===== src/rtl/gate_truth_sweeper.sv =====
// Stimulus-and-capture engine for a 2-input combinational gate: sweeps all
// four input combinations, samples the gate output after a hold period for
// each, and compares the measured truth table against an expected pattern.
module gate_truth_sweeper #(
  parameter int          HOLD_CYCLES = 10,
  parameter logic [3:0]  EXPECTED    = 4'b0001
) (
  input  logic       clk,
  input  logic       rst_n,
  input  logic       start,
  input  logic       gate_out,
  output logic       in0,
  output logic       in1,
  output logic       busy,
  output logic       done,
  output logic       pass,
  output logic [3:0] table_out,
  output logic [3:0] fail_mask
);

  localparam int                CNT_W    = $clog2(HOLD_CYCLES + 1);
  localparam logic [CNT_W-1:0]  CNT_LAST = CNT_W'(HOLD_CYCLES - 1);

  typedef enum logic [1:0] {
    IDLE,
    APPLY,
    DONE
  } state_t;

  state_t           state, state_n;
  logic [1:0]       idx, idx_n;
  logic [CNT_W-1:0] cnt, cnt_n;
  logic [3:0]       cap, cap_n;
  logic             in0_n, in1_n, busy_n, done_n, pass_n;
  logic [3:0]       table_n, fail_n;

  // State, sweep position, capture register and all registered outputs.
  always_ff @(posedge clk or negedge rst_n) begin
    if (!rst_n) begin
      state     <= IDLE;
      idx       <= '0;
      cnt       <= '0;
      cap       <= '0;
      in0       <= 1'b0;
      in1       <= 1'b0;
      busy      <= 1'b0;
      done      <= 1'b0;
      pass      <= 1'b0;
      table_out <= '0;
      fail_mask <= '0;
    end else begin
      state     <= state_n;
      idx       <= idx_n;
      cnt       <= cnt_n;
      cap       <= cap_n;
      in0       <= in0_n;
      in1       <= in1_n;
      busy      <= busy_n;
      done      <= done_n;
      pass      <= pass_n;
      table_out <= table_n;
      fail_mask <= fail_n;
    end
  end

  // Next-state and next-output logic. Outputs are registered, so the gate
  // inputs computed here are those for the combination active after the edge.
  always_comb begin
    state_n = state;
    idx_n   = idx;
    cnt_n   = cnt;
    cap_n   = cap;
    in0_n   = 1'b0;
    in1_n   = 1'b0;
    busy_n  = 1'b0;
    done_n  = 1'b0;
    table_n = table_out;
    pass_n  = pass;
    fail_n  = fail_mask;

    case (state)
      IDLE: begin
        if (start) begin
          state_n = APPLY;
          idx_n   = '0;
          cnt_n   = '0;
          cap_n   = '0;
          busy_n  = 1'b1;
        end
      end

      APPLY: begin
        busy_n         = 1'b1;
        {in0_n, in1_n} = idx;
        if (cnt == CNT_LAST) begin
          cap_n[idx] = gate_out;
          if (idx == 2'd3) begin
            // Final sample is merged into the results on the same edge.
            state_n        = DONE;
            busy_n         = 1'b0;
            done_n         = 1'b1;
            {in0_n, in1_n} = 2'b00;
            table_n        = cap_n;
            pass_n         = (cap_n == EXPECTED);
            fail_n         = cap_n ^ EXPECTED;
          end else begin
            idx_n          = idx + 2'd1;
            cnt_n          = '0;
            {in0_n, in1_n} = idx + 2'd1;
          end
        end else begin
          cnt_n = cnt + CNT_W'(1);
        end
      end

      DONE: begin
        state_n = IDLE;
      end

      default: begin
        state_n = IDLE;
      end
    endcase
  end

endmodule


===== config.mk =====
export PLATFORM = sky130hd
export DESIGN_NAME = gate_truth_sweeper
export DESIGN_NICKNAME = d
export VERILOG_FILES = /design/src/rtl/gate_truth_sweeper.sv
export SDC_FILE = /design/constraint.sdc
export NUM_CORES = 1
export LEC_CHECK = 0
export CAP_MARGIN = 10
export CORE_MARGIN = 2
export CORE_UTILIZATION = 47
export DETAILED_ROUTE_END_ITERATION = 7
export GPL_ROUTABILITY_DRIVEN = 0
export PLACE_DENSITY = 0.74
export SLEW_MARGIN = 0
export SYNTH_ARGS = -nofsm -noshare
export SYNTH_HDL_FRONTEND = slang
export SYNTH_SLANG_ARGS = --single-unit

===== constraint.sdc =====
create_clock -name clk -period 1.7 [get_ports clk]
set_clock_uncertainty 0.2 [all_clocks]
set_input_delay 0.34 -clock clk [delete_from_list [all_inputs] [get_ports clk]]
set_output_delay 0.34 -clock clk [all_outputs]
set_load 0.01 [all_outputs]

==> summary.md <==
| Metric | Value |
|---|---|
| Run status | `finished, violations left` |
| Failing checks | `setup timing` |
| Vias per cell | `around 5.5` |
| Worst hold path type | `input port to async pin` |
| Post-DP HPWL | `between 1.5 and 2 mm` |
| Fin crit share | `104%` |
| Worst R2R End | `table_out[2]` |
| Clock sink count | `22` |
| Tmin final | `1.78 ns` |
| Asr flop ratio synth | `100%` |
| CTS tree | `yes` |
| Worst R2R Setup Slack | `-0.08 ns` |
| DP Worst Slack | `-0.162 ns` |
| Number of inserted diodes | `0` |
| Share of cells above drive strength 1 | `44.1%` |
| Overflow after GRT | `0` |
| Clock latency on the worst-skew pair | `between 0.3 and 0.4 ns` |
| Main area contributors after synthesis | `dfrtp_1, mux2_2, ha_1, a22o_1, mux2i_1` |
| # port buffers | `16` |
| Syn avg cell area | `around 12 um2` |
| Final Util | `between 70% and 80%` |
| Final Slew Violations | `0` |
| Max Fclk | `0.563 GHz` |
| Top_reg_cell synth | `dfrtp_1` |
| # rows | `17` |
| Worst-margin pin slew | `~0.31 ns` |
| Initial antenna violation count | `0` |
| Layout Nets | `between 100 and 150` |
| Horiz. Die Dim | `53.1 um` |
| Post-route setup slack | `-0.0762 ns` |
| Max layer used | `met4` |
| Filler instances | `roughly 150` |
| Post-synth top area cell | `dfrtp_1` |
| Clock Path Buffers | `2` |
| Crit path cell chain | `ha_4, and2_4, nor3b_4, buf_6, mux2_4` |
| Met3 wire len | `72 um` |
| DRT met1 WL | `between 1 and 1.5 mm` |
| CP peak stage delay | `approximately 0.5 ns` |
| Post-DRT Antenna Nets | `0` |
| Core ar. | `0.00225 mm2` |
| Post-synth EDFFs | `0` |
| WL met2 | `1.33 mm` |
| Post-route DRC | `0` |
| Reg2Reg Depth | `5` |
| VDD IR max | `roughly 0.0012 V` |
| Startpoint Class | `flip-flop` |
| Root buf cell | `clkbuf_4` |
| Unique cell type count in the Yosys netlist | `34` |
| Detailed Route Iter0 Violations | `17` |
| Total CTS buffers | `3` |
| Syn_nets | `about 100` |
| Area delta synth->final | `50.0%` |
| Tot GR Track Use | `19.4%` |
| Area share of the largest cell type after synthesis | `between 40% and 50%` |
| H-tree levels | `1` |
| Slowest stage cell on the critical path | `dfrtp_2` |
| Vert. Die Dim | `~53 um` |
| TNS Setup | `-0.452 ns` |
| Synth Cell Area | `approximately 0.0011 mm2` |
| Count of final hold-check violations | `0` |
| # IOs | `17` |
| Total routed wirelength | `~2.6 mm` |
| Max-cap violation count | `0` |
| Slew margin rel. | `roughly four fifths` |
| Reg-to-Reg Start | `idx[0]` |
| Yosys reg bits | `22` |
| Vias | `roughly 900` |
| Setup violators final | `10` |
| Worst endpoint data arrival time | `around 1.8 ns` |
| WS Path Type | `flip-flop to flip-flop` |
| RSZ-0062 raised after global routing | `true` |
| Worst setup EP type | `flip-flop` |
| Pwr Density | `roughly 1700 mW/mm2` |
| Initial DRT Pass Iterations | `4` |
| Die ar. | `approximately 0.0028 mm2` |
| Routed wire per std cell | `16.1 um` |
| Sequential share of the synthesized area | `48.6%` |
| Mapped Cells | `94` |
| P_leak | `about 0.84 nW` |
| Largest net degree at the start of global routing | `23` |
| Starting Density | `roughly half` |
| Global-route wire length before repair | `between 3 and 4 mm` |
| Worst Path Required | `about 1.7 ns` |
| Crit Path Max Fanout | `7` |
| Vias in the first global route | `~860` |
| Clock Pin Slew Worst Setup and Hold Paths | `~0.13 ns` |
| Hold_ws | `approximately 0.16 ns` |
| Total of warnings raised by yosys | `0` |
worst max-delay path by stage:
stage / start / to / slack, ns
finish: idx[0] / table_out[2] / -0.08
global route: idx[1] / pass / -0.14
CTS: idx[0] / pass / -0.04
detailed placement: gate_out / pass / -0.16
global placement: gate_out / pass / -0.14
floorplan: idx[1] / fail_mask[3] / -0.02
worst max-delay path: cells and delay by family, from the launching register on:
kind | cells | cell delay [ns]
adder cells (fa/ha/maj) | 1 | 0.18
buffers and inverters | 1 | 0.17
flip-flops | 1 | 0.49
multiplexers | 1 | 0.31
AND/OR/NAND/NOR | 2 | 0.32
stage by stage:
stage	instance area (um2)	instances	total power [mW]
floorplan	1160	94	1.60
global placement	1460	151	2.11
detailed placement	1460	151	2.15
CTS	1550	158	2.61
global route	1700	164	3.07
finish	1700	164	2.88
cell usage after synthesis, drive strengths merged (2+ instances only):
library cell and count:
a22o 6, ha 6, a21oi 4, mux2 9, nand2 5, mux2i 4
dfrtp 22, nor3b 2, nand3 2, buf 5, inv 6, or3 2
nor2 2, and3b 2
kinds of logic after synthesis:
kind of cell             after synthesis  share of synthesized area (%)
adder cells (fa/ha/maj)                6                           6.62
multiplexers                          13                           12.5
AND/OR/NAND/NOR                       25                           16.0
buffers and inverters                 12                           5.30
flip-flops                            22                           48.6
AO/OA/AOI/OAI                         16                           11.0
cell type report:
class / count / area [um2] / area share (%)
Multi-Input combinational cell: 60 / 644 / 37.9
Sequential cell: 22 / 553 / 32.5
Tap cell: 28 / 35.0 / 2.06
Inverter: 6 / 27.5 / 1.62
Clock inverter: 1 / 30.0 / 1.77
Clock buffer: 3 / 22.5 / 1.32
Timing Repair Buffer: 44 / 388 / 22.8
placed cells by master (no fill, tap or decap), types with 3 or more instances in the layout:
cell type / n
nand2_1: 5
inv_1: 3
ha_4: 5
clkdlybuf4s50_1: 3
dlygate4sd2_1: 12
a22o_1: 6
mux2_4: 9
buf_4: 24
dfrtp_1: 20
clkbuf_4: 3
mux2i_1: 3
power by group:
| part | leakage (nW) | switching [mW] | internal [mW] |
|---|---|---|---|
| Combinational | 0.536 | 0.640 | 0.920 |
| Clock | 0.0279 | 0.169 | 0.238 |
| Sequential | 0.272 | 0.188 | 0.722 |
| Total | 0.835 | 0.997 | 1.88 |
sequential cells by signal (all words and copies together) (netlist names):
register / cells
idx: 2
fail_mask: 2
busy: 1
cnt: 4
pass: 1
cap: 4
in1: 1
in0: 1
done: 1
state: 2
table_out: 3
layer usage:
layer  up-vias  GRT usage (%)
met1       453           25.8
met3         2           2.54
met2        12           32.5
met4         0           6.41
li1        428              -
met5         -              0
repair_timing:
action / 4_1_cts / 5_1_grt
setup endpoints to repair: 25 / 14
setup buffers: 3 / 6
resized for setup: 25 / 18
pin swaps: 0 / 6
hold buffers: 0 / 0
cloned: 0 / 1
No activity file was read; power rests on OpenSTA's default activity.
